===== src/rtl/truth_table_sweeper_if.sv =====
// rtl/truth_table_sweeper_if.sv - control and result bus of the truth-table sweeper
interface truth_table_sweeper_if;
    logic       start;
    logic       abort;
    logic       busy;
    logic       done;
    logic [7:0] table_code;
    logic       match;
    logic [7:0] unstable;

    modport master (
        output start, abort,
        input  busy, done, table_code, match, unstable
    );

    modport slave (
        input  start, abort,
        output busy, done, table_code, match, unstable
    );
endinterface


===== src/rtl/truth_table_sweeper.sv =====
// rtl/truth_table_sweeper.sv - drives all 8 rows of a 3-input circuit and recovers its truth-table code
module truth_table_sweeper #(
    parameter int         SETTLE_CYCLES = 4,
    parameter int         SAMPLES       = 3,
    parameter logic [7:0] EXPECTED      = 8'h92
) (
    input  logic                 clk,
    input  logic                 rst,
    truth_table_sweeper_if.slave bus,
    input  logic                 sample_out,
    output logic                 drive_in1,
    output logic                 drive_in2,
    output logic                 drive_in3
);
    localparam int CNT_MAX = (SETTLE_CYCLES > SAMPLES) ? SETTLE_CYCLES : SAMPLES;
    localparam int CNT_W   = $clog2(CNT_MAX + 1);

    typedef enum logic [1:0] {IDLE, DRIVE, SAMPLE, DONE} state_t;

    state_t         state_q, state_d;
    logic [2:0]     row_q, row_d;
    logic [CNT_W-1:0] cnt_q, cnt_d;
    logic           sync1_q, sync1_d, sync2_q, sync2_d;
    logic [7:0]     code_q, code_d;
    logic [7:0]     unst_q, unst_d;
    logic           match_q, match_d;
    logic           busy_q, busy_d;
    logic           done_q, done_d;
    logic [2:0]     bit_idx;

    // Row r lands in bit 7-r so that row 000 is the MSB of the code.
    assign bit_idx = 3'd7 - row_q;

    always_comb begin
        state_d = state_q;
        row_d   = row_q;
        cnt_d   = cnt_q;
        sync1_d = sample_out;
        sync2_d = sync1_q;
        code_d  = code_q;
        unst_d  = unst_q;
        match_d = match_q;
        busy_d  = busy_q;
        done_d  = 1'b0;

        case (state_q)
            IDLE, DONE: begin
                if (bus.start) begin
                    state_d = DRIVE;
                    row_d   = 3'd0;
                    cnt_d   = '0;
                    code_d  = 8'h00;
                    unst_d  = 8'h00;
                    match_d = 1'b0;
                    busy_d  = 1'b1;
                end
            end
            DRIVE: begin
                if (bus.abort) begin
                    state_d = IDLE;
                    row_d   = 3'd0;
                    cnt_d   = '0;
                    code_d  = 8'h00;
                    unst_d  = 8'h00;
                    busy_d  = 1'b0;
                end else if (cnt_q == CNT_W'(SETTLE_CYCLES - 1)) begin
                    state_d = SAMPLE;
                    cnt_d   = '0;
                end else begin
                    cnt_d = cnt_q + 1'b1;
                end
            end
            SAMPLE: begin
                if (bus.abort) begin
                    state_d = IDLE;
                    row_d   = 3'd0;
                    cnt_d   = '0;
                    code_d  = 8'h00;
                    unst_d  = 8'h00;
                    busy_d  = 1'b0;
                end else begin
                    if (cnt_q == '0) begin
                        code_d[bit_idx] = sync2_q;
                    end else if (sync2_q != code_q[bit_idx]) begin
                        unst_d[bit_idx] = 1'b1;
                    end
                    if (cnt_q == CNT_W'(SAMPLES - 1)) begin
                        cnt_d = '0;
                        if (row_q == 3'd7) begin
                            // Judged on the next-state values so the final sample counts.
                            state_d = DONE;
                            row_d   = 3'd0;
                            busy_d  = 1'b0;
                            done_d  = 1'b1;
                            match_d = (code_d == EXPECTED) && (unst_d == 8'h00);
                        end else begin
                            state_d = DRIVE;
                            row_d   = row_q + 3'd1;
                        end
                    end else begin
                        cnt_d = cnt_q + 1'b1;
                    end
                end
            end
            default: state_d = IDLE;
        endcase
    end

    always_ff @(posedge clk or posedge rst) begin
        if (rst) begin
            state_q <= IDLE;
            row_q   <= 3'd0;
            cnt_q   <= '0;
            sync1_q <= 1'b0;
            sync2_q <= 1'b0;
            code_q  <= 8'h00;
            unst_q  <= 8'h00;
            match_q <= 1'b0;
            busy_q  <= 1'b0;
            done_q  <= 1'b0;
        end else begin
            state_q <= state_d;
            row_q   <= row_d;
            cnt_q   <= cnt_d;
            sync1_q <= sync1_d;
            sync2_q <= sync2_d;
            code_q  <= code_d;
            unst_q  <= unst_d;
            match_q <= match_d;
            busy_q  <= busy_d;
            done_q  <= done_d;
        end
    end

    assign drive_in1      = row_q[2];
    assign drive_in2      = row_q[1];
    assign drive_in3      = row_q[0];
    assign bus.busy       = busy_q;
    assign bus.done       = done_q;
    assign bus.table_code = code_q;
    assign bus.unstable   = unst_q;
    assign bus.match      = match_q;
endmodule


===== src/flat_wrapper.sv =====
// flat-port wrapper written by rule: the top's interface ports become plain ports
module truth_table_sweeper_flat 
#(
    parameter int         SETTLE_CYCLES = 4,
    parameter int         SAMPLES       = 3,
    parameter logic [7:0] EXPECTED      = 8'h92
)
  (clk, rst, sample_out, drive_in1, drive_in2, drive_in3, bus_start, bus_abort, bus_busy, bus_done, bus_table_code, bus_match, bus_unstable);
  truth_table_sweeper_if bus_i ();
  input  logic clk;
  input  logic rst;
  input  logic sample_out;
  output logic drive_in1;
  output logic drive_in2;
  output logic drive_in3;
  input wire logic [$bits(bus_i.start)-1:0] bus_start;
  input wire logic [$bits(bus_i.abort)-1:0] bus_abort;
  output wire logic [$bits(bus_i.busy)-1:0] bus_busy;
  output wire logic [$bits(bus_i.done)-1:0] bus_done;
  output wire logic [$bits(bus_i.table_code)-1:0] bus_table_code;
  output wire logic [$bits(bus_i.match)-1:0] bus_match;
  output wire logic [$bits(bus_i.unstable)-1:0] bus_unstable;
  assign bus_i.start = bus_start;
  assign bus_i.abort = bus_abort;
  assign bus_busy = bus_i.busy;
  assign bus_done = bus_i.done;
  assign bus_table_code = bus_i.table_code;
  assign bus_match = bus_i.match;
  assign bus_unstable = bus_i.unstable;
  truth_table_sweeper #(.SETTLE_CYCLES(SETTLE_CYCLES), .SAMPLES(SAMPLES), .EXPECTED(EXPECTED)) u_core (.clk(clk), .rst(rst), .bus(bus_i), .sample_out(sample_out), .drive_in1(drive_in1), .drive_in2(drive_in2), .drive_in3(drive_in3));
endmodule

===== config.mk =====
export PLATFORM = sky130hd
export DESIGN_NAME = truth_table_sweeper_flat
export DESIGN_NICKNAME = d
export VERILOG_FILES = /design/src/rtl/truth_table_sweeper_if.sv /design/src/rtl/truth_table_sweeper.sv /design/src/flat_wrapper.sv
export SDC_FILE = /design/constraint.sdc
export NUM_CORES = 1
export LEC_CHECK = 0
export ABC_AREA = 1
export BUFFER_PORTS_ARGS = -buffer_cell sky130_fd_sc_hd__buf_2
export CORE_MARGIN = 2
export CORE_UTILIZATION = 55
export DETAILED_ROUTE_END_ITERATION = 10
export PLACE_DENSITY = 0.8
export SYNTH_ARGS = -nofsm -noshare
export SYNTH_HDL_FRONTEND = slang
export SYNTH_SLANG_ARGS = --single-unit

===== constraint.sdc =====
create_clock -name clk -period 2.3 [get_ports clk]
set_clock_uncertainty 0.1 [all_clocks]
set_input_delay 0.23 -clock clk [delete_from_list [all_inputs] [get_ports clk]]
set_output_delay 0.23 -clock clk [all_outputs]
set_load 0.05 [all_outputs]

Word-level counts from Yosys, hierarchy flattened
Index checks and enable logic that the tools add are counted.

Magnitude comparators: 2. Bitwise gates (word level): 1. Reductions and logical operators: 12. Muxes and demuxes: 51. $add $sub $neg: 3. Equal/unequal tests: 16.

Operators with widths (number): 8-bit 2-to-1 mux (11); 8-bit one-hot mux with 3 select lines (2); 3-bit 2-to-1 mux (9); 3-bit one-hot mux with 3 select lines (2); 1-bit 2-to-1 mux (15); 2-bit 2-to-1 mux (6); 3-bit by 2-bit != test with 1-bit output (second input constant) (3); 8-bit bitwise mux (1); 8-bit == test (second input constant) (1); 8-bit zero test (1); 8-bit bitwise OR (1); 3-bit by 1-bit adder with 3-bit output (second input constant) (2); 3-bit by 2-bit == test with 1-bit output (second input constant) (2); 2-bit != test (second input constant) (3); 2-bit one-hot mux with 3 select lines (1); 3-bit AND reduction (2); 5-bit AND reduction (1); 2-bit == test (second input constant) (2); 3-bit by 4-bit less-than comparator with 1-bit output (second input constant) (1); 2-bit by 1-bit != test with 1-bit output (second input constant) (2); 4-bit AND reduction (1); 1-bit binary-select mux with 3-bit select (1); 1-bit demux with 3-bit select (1); 3-bit == test (second input constant) (1); other kinds (12) (13).

Output and inout port bits: 22. Flip-flop bits (word level): 29. Logic and storage cells: 95. Input bits: 5.

Depth between registers and ports, before layout
Gate-level depths: netlist (run 1).

Depth after elaboration: 16. Gate-level depth with buffers: 15. Mapped depth without buffers: 15.

Worst setup path after synthesis (run 1)
Ideal clock, no wire load.

Path kind: reg2reg. From: reg u_core.row_q[0]. To: reg u_core.match_q, in the netlist u_core.bus.match. Slack: 260 ps. Stages on the path, launching flop included: 13. Clock period less this slack: 2040 ps. Required time: 2134 ps. Library setup time: 66 ps. Arrival: 1874 ps. Path buffers: 0. Path through: dfrtp_1 ha_1 ha_1 inv_1 o21ai_0 nand4_1 nor2_1 nand2_1 nor2_1 nand2_1 nor2_1 nand3_1 nand2_1.

Word-level cells in the longest chain between the ends: 16. Elaborated cells on any way between the ends: 28. Those cells by class: 1 x add/sub; 2 x order compare; 4 x eq/ne; 16 x mux; 1 x bitwise; 4 x reduce/logical.

Ends and longest elaborated chain: start, declared (RTL line truth_table_sweeper.sv:21) `logic [2:0] row_q, row_d;`; start signal, assigned (RTL line truth_table_sweeper.sv:123) `row_q <= row_d;`; 3-bit subtractor (RTL line truth_table_sweeper.sv:32) `assign bit_idx = 3'd7 - row_q;`; 3-bit by 4-bit less-than comparator with 1-bit output (implied by the code) / 3-bit by 1-bit >= comparator with 1-bit output (equally long branches) (RTL line truth_table_sweeper.sv:83, truth_table_sweeper.sv:85); 1-bit logical AND (implied by the code) (RTL line truth_table_sweeper.sv:83, truth_table_sweeper.sv:85); 1-bit 2-to-1 mux (implied by the code) (RTL line truth_table_sweeper.sv:83, truth_table_sweeper.sv:85); 1-bit demux with 3-bit select; 8-bit bitwise OR (no source line); 8-bit 2-to-1 mux (RTL line truth_table_sweeper.sv:84) `end else if (sync2_q != code_q[bit_idx]) begin`; 8-bit 2-to-1 mux (RTL line truth_table_sweeper.sv:82) `if (cnt_q == '0) begin`; 8-bit 2-to-1 mux (RTL line truth_table_sweeper.sv:74) `if (bus.abort) begin`; 8-bit 2-to-1 mux (RTL line truth_table_sweeper.sv:46) `case (state_q)`; 8-bit zero test (RTL line truth_table_sweeper.sv:95) `match_d = (code_d == EXPECTED) && (unst_d == 8'h00);`; 1-bit logical AND (RTL line truth_table_sweeper.sv:95); 1-bit 2-to-1 mux (RTL line truth_table_sweeper.sv:89) `if (row_q == 3'd7) begin`; 1-bit 2-to-1 mux (RTL line truth_table_sweeper.sv:87) `if (cnt_q == CNT_W'(SAMPLES - 1)) begin`; 1-bit 2-to-1 mux (RTL line truth_table_sweeper.sv:74); 1-bit one-hot mux with 2 select lines (RTL line truth_table_sweeper.sv:46); end signal, assigned (RTL line truth_table_sweeper.sv:129) `match_q <= match_d;`; end, declared (RTL line truth_table_sweeper.sv:26) `logic match_q, match_d;`.

Parallel ways exist; a longest one is shown, timed or not. The select of a mux whose other input is x is not followed. A chain may end at the register's enable or synchronous reset.

Final worst setup path (run 1)
From: reg u_core.state_q[0]. To: reg u_core.unst_q[0], in the netlist u_core.bus.unstable[0].

Word-level cells in the longest chain between the ends: 4. Elaborated cells on any way between the ends: 9. Those cells by class: 5 x eq/ne; 1 x mux; 3 x reduce/logical.

Ends and longest elaborated chain: start, declared (RTL line truth_table_sweeper.sv:20) `state_t state_q, state_d;`; start signal, assigned (RTL line truth_table_sweeper.sv:122) `state_q <= state_d;`; 2-bit == test / 2-bit zero test (equally long branches) (RTL line truth_table_sweeper.sv:46); 2-bit OR reduction (RTL line truth_table_sweeper.sv:46); 2-bit != test (no source line); 2-bit AND reduction (no source line); end signal, assigned (RTL line truth_table_sweeper.sv:128) `unst_q <= unst_d;`; end, declared (RTL line truth_table_sweeper.sv:25) `logic [7:0] unst_q, unst_d;`.

Parallel ways exist; a longest one is shown, timed or not.

==> impl_metrics.py, run 1 <==
metrics = {
    "die": {
        "die_area_sq_mm": 0.00381,
        "io_pins": 27,
        "die_h_um": 61.8,
        "num_rows": 20,
        "initial_utilization": 0.591,
        "die_w_um": 61.8,
        "fp.coreArea_sq_mm": 0.00310,
    },
    "route": {
        "viasPerCell": 5.13,
        "dr.pass1.iters": 4,
        "post_drt_wl_per_cell_um": 12.1,
        "num_vias": 1714,
        "wirelength_mm": 4.03,
        "postRouteAntennaNets": 0,
        "drt-initial-drc-count": 126,
        "drc": 0,
    },
    "layout": {
        "regArea_sq_um": 726,
        "multi_input_area_sq_um": 907,
        "fillers": 295,
        "layout-drive-gt1-share": 0.186,
        "final_core_util": 0.680,
        "antenna_cells": 0,
        "final_nets": 304,
        "area_growth_pct": 15.1,
    },
    "setup_path": {
        "crit_path_end_kind": "flip-flop",
        "cp.arrival_ps": 2230,
        "path_max_fanout": 16,
        "cp_common_cell": "inv_1",
        "slowest_delay_ps": 360,
        "cp_slowest_cell": "dfrtp_1",
        "cp-start-kind": "flip-flop",
        "worstPathCellList": "inv_1 -> ha_1 -> inv_1 -> or2_4 -> nand2_1 -> nor2_1 -> inv_1 -> buf_4 -> a22oi_1",
        "worstSetupPathType": "reg2reg",
        "required_ps": 2450,
    },
    "global_route": {
        "grt_max_degree": 30,
        "gr-total-overflow": 0,
        "grt_pass1_wl_mm": 6.95,
        "grt_pass1_vias": 1587,
        "grt.total_usage": 0.252,
        "grt_antenna_before_repair": 0,
    },
    "clocking": {
        "cts_sinks": 29,
        "insertion_delay_ps": 340,
        "cts_tree": "built",
        "root_buffer": "clkbuf_4",
        "htree_levels": 2,
        "clkTransAtPathRegs_ps": 100,
        "numCtsBuffers": 5,
        "clockBufferDepth": 2,
    },
    "placed_design": {
        "hpwl_mm": 3.02,
        "gp_congestion": 0.955,
        "pre_cts_slack_ps": 124,
        "port_buffers": 26,
    },
    "timing": {
        "setup_viol": 0,
        "slew_viol_final": 0,
        "relSlewSlack": 0.757,
        "tightestPinTransition_ps": 364,
        "post-route-period-util": 0.905,
        "rsz0062_at_grt": "no",
        "layout_min_cycle_time_ps": 2080,
        "finalHoldViolCount": 0,
        "fmax_mhz": 480,
        "finalWorstSetupSlack_ps": 219,
        "setup_tns_ps": 0,
    },
    "logic_synthesis": {
        "netlist_area_sq_mm": 0.00183,
        "yosys_warnings": 0,
        "synth_cells": 254,
        "synth_nets": 269,
        "synth_seq_cells": 29,
        "seq_area_frac_synth": 0.396,
        "ys_types": 25,
        "avgSynthCellArea_sq_um": 7.22,
    },
    "power": {
        "ir_drop_v": 0.000936,
        "p_per_area_mw_per_mm2": 887,
        "p_leak_nw": 1.10,
    },
    "flow_run": {
        "drv_cap": 0,
    },
    "min_path": {
        "holdCritPathClass": "in2reg",
    },
    "run_status": {
        "status": "completed",
    },
}
## flip-flops by register name, summed over array words and instances, names as in the netlist
name and cells:
u_core.sync1_q 1, u_core.row_q 3, u_core.sync2_q 1, u_core.bus.unstable 8
u_core.bus.done 1, u_core.bus.match 1, u_core.state_q 2, u_core.bus.busy 1
u_core.bus.table_code 8, u_core.cnt_q 3
## layout by cell type, fill, tap and decap left out, types with 7 or more instances in the layout
cell / instances
nand2_1: 68
inv_1: 42
dfrtp_1: 29
buf_2: 26
nor2_1: 23
o21ai_0: 17
nand3_1: 17
ha_1: 10
o22ai_1: 8
nand4_1: 7
a21oi_1: 7
## critical path, delay by kind of cell (launching register included)
kind / cells / cell delay [ps]
flip-flops: 1 / 360
buffers and inverters: 4 / 500
adder cells (fa/ha/maj): 1 / 280
AO/OA/AOI/OAI: 1 / 200
AND/OR/NAND/NOR: 3 / 540
## power by group
| part | internal [mW] | switching, mW | total [mW] |
|---|---|---|---|
| clock network | 0.177 | 0.191 | 0.368 |
| logic | 0.263 | 0.631 | 0.895 |
| registers | 0.563 | 0.0470 | 0.610 |
| total | 1.00 | 0.869 | 1.87 |
## cells in the mapped netlist, drive strengths merged
| library cell | instances | area (sq um) |
|---|---|---|
| a21oi | 7 | 35.0 |
| a22oi | 3 | 22.5 |
| a31oi | 1 | 12.5 |
| and2 | 1 | 8.76 |
| buf | 4 | 31.3 |
| clkinv | 1 | 3.75 |
| dfrtp | 29 | 726 |
| ha | 10 | 125 |
| inv | 45 | 169 |
| nand2 | 72 | 280 |
| nand3 | 18 | 95.1 |
| nand4 | 7 | 43.8 |
| nor2 | 27 | 121 |
| nor3 | 2 | 10.0 |
| o21ai | 18 | 93.8 |
| o22ai | 8 | 50.1 |
| or2 | 1 | 6.26 |
## what timing repair did
action                                  in CTS  in global routing
hold endpoints to repair                    30                  0
endpoints found under the setup margin       0                  6
hold buffers                                 2                  0
resized for setup                            0                  1
buffers inserted                             0                  0
## logic make-up (layout without fill, tap and decap cells)
| kind of cell | Yosys count | in the layout | synth area share |
|---|---|---|---|
| fa+ha+maj | 10 | 10 | 0.0682 |
| simple gates | 128 | 128 | 0.308 |
| flops | 29 | 29 | 0.396 |
| buf+inv | 50 | 86 | 0.111 |
| compound gates | 37 | 37 | 0.117 |
## worst paths after layout
path,endpoint,from,depth (start not counted),slack [ps]
worst max register to register,u_core.bus.unstable[0]$_DFFE_PP0P_,u_core.state_q[0]$_DFFE_PP0P_,9,220
worst max-delay path,u_core.bus.unstable[0]$_DFFE_PP0P_,u_core.state_q[0]$_DFFE_PP0P_,9,220
worst min register to register,u_core.sync2_q$_DFF_PP0_,u_core.sync1_q$_DFF_PP0_,0,260
worst min-delay path,u_core.cnt_q[1]$_DFFE_PP0N_,bus_start,3,120
max in group asynchronous,u_core.bus.unstable[6]$_DFFE_PP0P_,rst,4,1440
min in group asynchronous,u_core.bus.match$_DFFE_PP0P_,rst,4,380
## per-stage QoR
step | cell area, sq um | cells | hold slack [ps] | total power, mW
after CTS | 2110 | 334 | 127 | 1.87
final | 2110 | 334 | 118 | 1.87
after global routing | 2110 | 334 | 132 | 2.04
after floorplan | 1830 | 254 | 161 | 1.33
after detailed placement | 2020 | 324 | 221 | 1.50
after global placement | 2020 | 324 | 219 | 1.49
## routing by layer
metal,share of wire,global-route usage,vias up
met5,0,0,-
met4,0.013,0.100,0
met3,0.060,0.0642,6
met2,0.47,0.398,59
met1,0.46,0.331,768
li1,-,-,881
## area by class of cell
type | instances | share of cell area
Timing Repair Buffer | 32 | 0.0854
Tap cell | 44 | 0.0261
Inverter | 46 | 0.0818
Multi-Input combinational cell | 175 | 0.430
Clock inverter | 1 | 0.00237
Clock buffer | 7 | 0.0308
Sequential cell | 29 | 0.344
Power figures use the tool's default switching activity.
==> run 2, diff against run 1 <==
--- a/config.mk
+++ b/config.mk
@@ -5,12 +5,11 @@
 export SDC_FILE = /design/constraint.sdc
 export NUM_CORES = 1
 export LEC_CHECK = 0
-export ABC_AREA = 1
 export BUFFER_PORTS_ARGS = -buffer_cell sky130_fd_sc_hd__buf_2
 export CORE_MARGIN = 2
 export CORE_UTILIZATION = 55
 export DETAILED_ROUTE_END_ITERATION = 10
-export PLACE_DENSITY = 0.8
+export PLACE_DENSITY = 0.81
 export SYNTH_ARGS = -nofsm -noshare
 export SYNTH_HDL_FRONTEND = slang
 export SYNTH_SLANG_ARGS = --single-unit
==> impl_metrics.py, run 2 <==
metrics = {
    "power": {
        "ir_drop_v": 0.000503,
        "seqPwrFrac": 0.384,
        "clkPwrFrac": 0.189,
        "p_leak_nw": 0.981,
        "switching_share": 0.412,
        "p_per_area_mw_per_mm2": 755,
        "p_int_mw": 0.911,
        "p_sw_mw": 0.639,
        "comb_power_share": 0.427,
    },
    "clocking": {
        "numCtsBuffers": 5,
        "cts_sinks": 29,
        "clkTransAtPathRegs_ps": 100,
        "clockBufferDepth": 2,
        "cts_tree": "built",
        "insertion_delay_ps": 320,
        "htree_levels": 2,
        "root_buffer": "clkbuf_4",
    },
    "route": {
        "dr.pass1.iters": 5,
        "wirelength_mm": 4.23,
        "num_vias": 1640,
        "drc": 0,
        "post_drt_wl_per_cell_um": 15.6,
        "postRouteAntennaNets": 0,
        "viasPerCell": 6.03,
        "drt-initial-drc-count": 180,
    },
    "setup_path": {
        "cp_slowest_cell": "dfrtp_2",
        "crit_path_end_kind": "flip-flop",
        "worstPathCellList": "ha_1 -> ha_1 -> inv_1 -> nor3_1 -> o21ai_0 -> o21bai_1 -> o31ai_2",
        "slowest_delay_ps": 560,
        "required_ps": 2440,
        "worst-path-buf-inv": 1,
        "cp.arrival_ps": 2350,
        "critPathTopFamily": "compound AO/OA/AOI/OAI gates",
        "path_max_fanout": 17,
        "worstSetupPathType": "reg2reg",
        "cp-start-kind": "flip-flop",
        "cp_common_cell": "ha_1",
    },
    "global_route": {
        "grt_antenna_before_repair": 0,
        "gr-total-overflow": 0,
        "grt_max_degree": 18,
        "grt.total_usage": 0.259,
        "grt_pass1_vias": 1595,
        "grt_pass1_wl_mm": 7.23,
    },
    "timing": {
        "tightestPinTransition_ps": 515,
        "layout_min_cycle_time_ps": 2220,
        "post-route-period-util": 0.964,
        "setup_viol": 0,
        "rsz0062_at_grt": "no",
        "slew_viol_final": 0,
        "finalHoldViolCount": 0,
        "setup_tns_ps": 0,
        "fmax_mhz": 451,
        "relSlewSlack": 0.656,
        "finalWorstSetupSlack_ps": 83.7,
    },
    "logic_synthesis": {
        "synth_flop_cell": "dfrtp_1",
        "yosys.area_share.simple": 0.194,
        "async_flop_share": 1.00,
        "synthAdderAreaFrac": 0.0705,
        "avgSynthCellArea_sq_um": 9.24,
        "synthXorXnorAreaFrac": 0.00494,
        "synth_nets": 207,
        "synth_cells": 192,
        "synth-edff-count": 0,
        "seq_area_frac_synth": 0.409,
        "synth_compound_area_frac": 0.219,
        "synth_common_cells": "dfrtp_1 (29), o21ai_0 (24), nor2_1 (17)",
        "synth_mux_area_frac": 0.0465,
        "synth_area_leaders": "dfrtp_1 (41%), ha_1 (7.1%), o21ai_0 (6.8%)",
        "synth_top_cell_area_share": 0.409,
        "synth_top_family_by_area": "compound AO/OA/AOI/OAI gates",
        "yosysMostFrequentCell": "dfrtp_1",
        "synth_top_area_cell": "dfrtp_1",
        "synth_seq_cells": 29,
        "ys_types": 40,
        "netlist_area_sq_mm": 0.00177,
        "yosys_warnings": 0,
    },
    "layout": {
        "layout-drive-gt1-share": 0.224,
        "area_growth_pct": 15.7,
        "final_nets": 242,
        "final_cell_mix": "dfrtp_1 (27), buf_2 (26), o21ai_0 (24)",
        "finalNonFillerCells": 272,
        "final_common_cell": "dfrtp_1",
        "antenna_cells": 0,
        "finalInstanceArea_sq_mm": 0.00205,
    },
    "die": {
        "die_w_um": 60.8,
        "initial_utilization": 0.581,
        "io_pins": 27,
        "num_rows": 20,
        "die_h_um": 60.8,
        "fp.coreArea_sq_mm": 0.00305,
        "die_area_sq_mm": 0.00370,
    },
    "flow_run": {
        "drv_cap": 0,
    },
    "min_path": {
        "holdCritPathClass": "in2reg",
    },
    "placed_design": {
        "gp_congestion": 1.05,
        "place_area_sq_mm": 0.00198,
        "hpwl_mm": 3.24,
        "placedCellCount": 262,
        "pre_cts_slack_ps": 152,
        "port_buffers": 26,
    },
    "run_status": {
        "status": "completed",
    },
}
[run 2: through the flow]
step	utilization	hold WS (ps)	total power, mW
final	0.672	231	1.55
after global routing	0.672	271	1.66
after CTS	0.670	204	1.55
after detailed placement	0.647	189	1.25
after global placement	0.647	176	1.22
after floorplan	-	161	1.07
[run 2: worst min-delay path: cells and delay by family]
family,cells,cell delay [ps]
buf+inv,1,160
simple gates,2,150
compound gates,1,70
[run 2: cell families after synthesis]
logic type / Yosys count
simple gates: 64
flops: 29
mux: 8
buf+inv: 20
compound gates: 60
xor+xnor: 1
fa+ha+maj: 10
[run 2: what timing repair did]
action	CTS	global route
endpoints found under the hold margin	13	0
buffers inserted	0	0
setup endpoints to repair	0	2
hold buffers	2	0
resized for setup	0	1
[run 2: final timing paths]
path | startpoint | slack [ps] | cells past startpoint | endpoint
hold / removal | bus_abort | 230 | 4 | u_core.cnt_q[2]$_DFFE_PP0N_
max in group asynchronous | rst | 1110 | 4 | u_core.bus.unstable[7]$_DFFE_PP0P_
setup / recovery | u_core.row_q[0]$_DFFE_PP0P_ | 80 | 7 | u_core.bus.match$_DFFE_PP0P_
min in group asynchronous | rst | 380 | 3 | u_core.bus.table_code[4]$_DFFE_PP0P_
hold reg to reg | u_core.sync1_q$_DFF_PP0_ | 250 | 0 | u_core.sync2_q$_DFF_PP0_
setup reg to reg | u_core.row_q[0]$_DFFE_PP0P_ | 80 | 7 | u_core.bus.match$_DFFE_PP0P_
[run 2: final cells by class]
cell class	instances	area (sq um)
Clock inverter	2	10.0
Fill cell	251	1000
Inverter	10	37.5
Sequential cell	29	728
Clock buffer	6	41.3
Multi-Input combinational cell	143	955
Timing Repair Buffer	38	225
Tap cell	44	55.1
[run 2: power by group through the flow]
stage                     combinational (mW)  sequential [mW]  clock (mW)
final                                  0.661            0.595       0.293
after global routing                   0.728            0.598       0.329
after CTS                              0.650            0.593       0.303
after detailed placement               0.644            0.604           0
after global placement                 0.622            0.598           0
after floorplan                        0.421            0.650           0
[run 2: per-layer routing]
layer  GRT usage  part of all wire  vias to the layer above
met5           0                 0                        -
met4       0.124             0.019                        0
met3      0.0576             0.064                       14
met2       0.419              0.51                       84
met1       0.328              0.41                      776
li1            -                 -                      766
==> run 3, diff against run 2 <==
--- a/config.mk
+++ b/config.mk
@@ -8,6 +8,7 @@
 export BUFFER_PORTS_ARGS = -buffer_cell sky130_fd_sc_hd__buf_2
 export CORE_MARGIN = 2
 export CORE_UTILIZATION = 55
+export CTS_BUF_LIST = sky130_fd_sc_hd__clkbuf_16
 export DETAILED_ROUTE_END_ITERATION = 10
 export PLACE_DENSITY = 0.81
 export SYNTH_ARGS = -nofsm -noshare
==> impl_metrics.py, run 3 (synthesis gave the netlist of run 2 again) <==
metrics = {
    "run_status": {
        "status": "completed",
    },
    "clocking": {
        "clkTransAtPathRegs_ps": 50,
        "numCtsBuffers": 5,
        "root_buffer": "clkbuf_16",
        "insertion_delay_ps": 280,
        "htree_levels": 2,
        "clockBufferDepth": 2,
        "cts_tree": "built",
        "cts_sinks": 29,
        "post_cts_buffers": 0,
    },
    "die": {
        "die_w_um": 60.8,
        "num_rows": 20,
        "die_h_um": 60.8,
        "fp.coreArea_sq_mm": 0.00305,
        "io_pins": 27,
        "die_area_sq_mm": 0.00370,
        "initial_utilization": 0.581,
    },
    "setup_path": {
        "r2r_start": "u_core.cnt_q[0]$_DFFE_PP0N_",
        "rrSetupSlack_ps": 120,
        "worstSetupPathType": "reg2reg",
        "crit_path_end_kind": "flip-flop",
        "slowest_delay_ps": 410,
        "ff2ff_path_depth": 7,
        "path_max_fanout": 3,
        "r2r_end": "u_core.bus.match$_DFFE_PP0P_",
        "required_ps": 2390,
        "cp-start-kind": "flip-flop",
        "cp.arrival_ps": 2270,
        "worstPathCellList": "inv_1 -> ha_1 -> nand2b_1 -> or4_1 -> a221o_1 -> a32o_1 -> o31ai_2",
        "cp_slowest_cell": "dfrtp_1",
    },
    "layout": {
        "multi_input_area_sq_um": 955,
        "final_nets": 242,
        "finalNonFillerCells": 272,
        "antenna_cells": 0,
        "area_growth_pct": 20.6,
        "regArea_sq_um": 728,
        "final_cell_mix": "dfrtp_1 (27), buf_2 (26), o21ai_0 (24)",
        "final_common_cell": "dfrtp_1",
        "fillers": 240,
        "layout-drive-gt1-share": 0.224,
    },
    "placed_design": {
        "hpwl_mm": 3.24,
        "port_buffers": 26,
        "gp_congestion": 1.05,
        "placedCellCount": 262,
    },
    "power": {
        "p_sw_mw": 0.689,
        "p_int_mw": 1.19,
        "clkPwrFrac": 0.328,
        "ir_drop_v": 0.000540,
        "seqPwrFrac": 0.319,
        "switching_share": 0.367,
        "p_per_area_mw_per_mm2": 877,
        "p_leak_nw": 1.02,
        "comb_power_share": 0.354,
    },
    "global_route": {
        "grt_max_degree": 18,
        "grt_pass1_wl_mm": 7.42,
        "grt_pass1_vias": 1636,
        "grt_antenna_before_repair": 0,
        "gr-total-overflow": 0,
        "grt.total_usage": 0.270,
    },
    "route": {
        "dr.pass1.iters": 4,
        "wirelength_mm": 4.45,
        "viasPerCell": 6.07,
        "postRouteAntennaNets": 0,
        "drt-initial-drc-count": 164,
        "num_vias": 1652,
        "drc": 0,
        "post_drt_wl_per_cell_um": 16.4,
    },
    "timing": {
        "post-route-period-util": 0.948,
        "rsz0062_at_grt": "no",
        "fmax_mhz": 459,
        "relSlewSlack": 0.653,
        "tightestPinTransition_ps": 519,
        "finalHoldViolCount": 0,
        "slew_viol_final": 0,
        "setup_viol": 0,
        "fin_hold_ws_ps": 248,
        "layout_min_cycle_time_ps": 2180,
        "setup_tns_ps": 0,
    },
    "min_path": {
        "hold_depth": 0,
        "hp-start": "u_core.sync1_q$_DFF_PP0_",
        "holdPathEnd": "u_core.sync2_q$_DFF_PP0_",
        "holdCritPathClass": "reg2reg",
    },
    "flow_run": {
        "drv_cap": 0,
    },
}
-- run 3: through the flow --
step / area (sq um) / setup WS, ps / power (mW) / utilization
global placement: 1980 / 222 / 1.22 / 0.647
CTS: 2130 / 133 / 1.87 / 0.699
finish: 2140 / 119 / 1.88 / 0.701
detailed placement: 1980 / 152 / 1.25 / 0.647
floorplan: 1780 / 76.7 / 1.07 / -
global route: 2140 / 5.41 / 1.97 / 0.701
-- run 3: critical path, delay by kind of cell (launching register included) --
kind                     cells  cell delay, ps
AO/OA/AOI/OAI                3             770
AND/OR/NAND/NOR              2             500
flip-flops                   1             410
buffers and inverters        1             120
adder cells (fa/ha/maj)      1             190
-- run 3: final cells by class --
class,count,share of cell area
flip-flops and latches,29,0.340
clock buffers,5,0.0585
well taps,44,0.0257
clock inverters,3,0.00643
inverters,10,0.0175
repair buffers,38,0.105
multi-input cells,143,0.446
-- run 3: repair_timing --
item	4_1_cts	5_1_grt
hold endpoints to repair	13	0
gates resized for setup	0	1
endpoints found under the setup margin	0	4
hold buffers	2	0
-- run 3: worst max path at each step --
stage,start,to,slack [ps],cells after the start
final,u_core.cnt_q[0]$_DFFE_PP0N_,u_core.bus.match$_DFFE_PP0P_,120,7
after global placement,u_core.row_q[2]$_DFFE_PP0P_,u_core.bus.match$_DFFE_PP0P_,220,5
after floorplan,u_core.row_q[2]$_DFFE_PP0P_,u_core.bus.match$_DFFE_PP0P_,80,6
after CTS,u_core.cnt_q[0]$_DFFE_PP0N_,u_core.bus.match$_DFFE_PP0P_,130,7
after detailed placement,u_core.cnt_q[0]$_DFFE_PP0N_,u_core.bus.match$_DFFE_PP0P_,150,8
after global routing,u_core.row_q[0]$_DFFE_PP0P_,u_core.bus.match$_DFFE_PP0P_,5,7
-- run 3: power by group through the flow --
stage	registers [mW]	clock network, mW	logic, mW
finish	0.598	0.615	0.664
global route	0.599	0.644	0.731
CTS	0.595	0.618	0.652
detailed placement	0.604	0	0.644
global placement	0.598	0	0.622
floorplan	0.650	0	0.421
-- run 3: layer usage --
metal  vias to the layer above  wire, um  track usage
met5                         -         0            0
met4                         0        98        0.124
met3                        12       253       0.0746
met2                        67      2270        0.433
met1                       809      1830        0.339
li1                        764         -            -
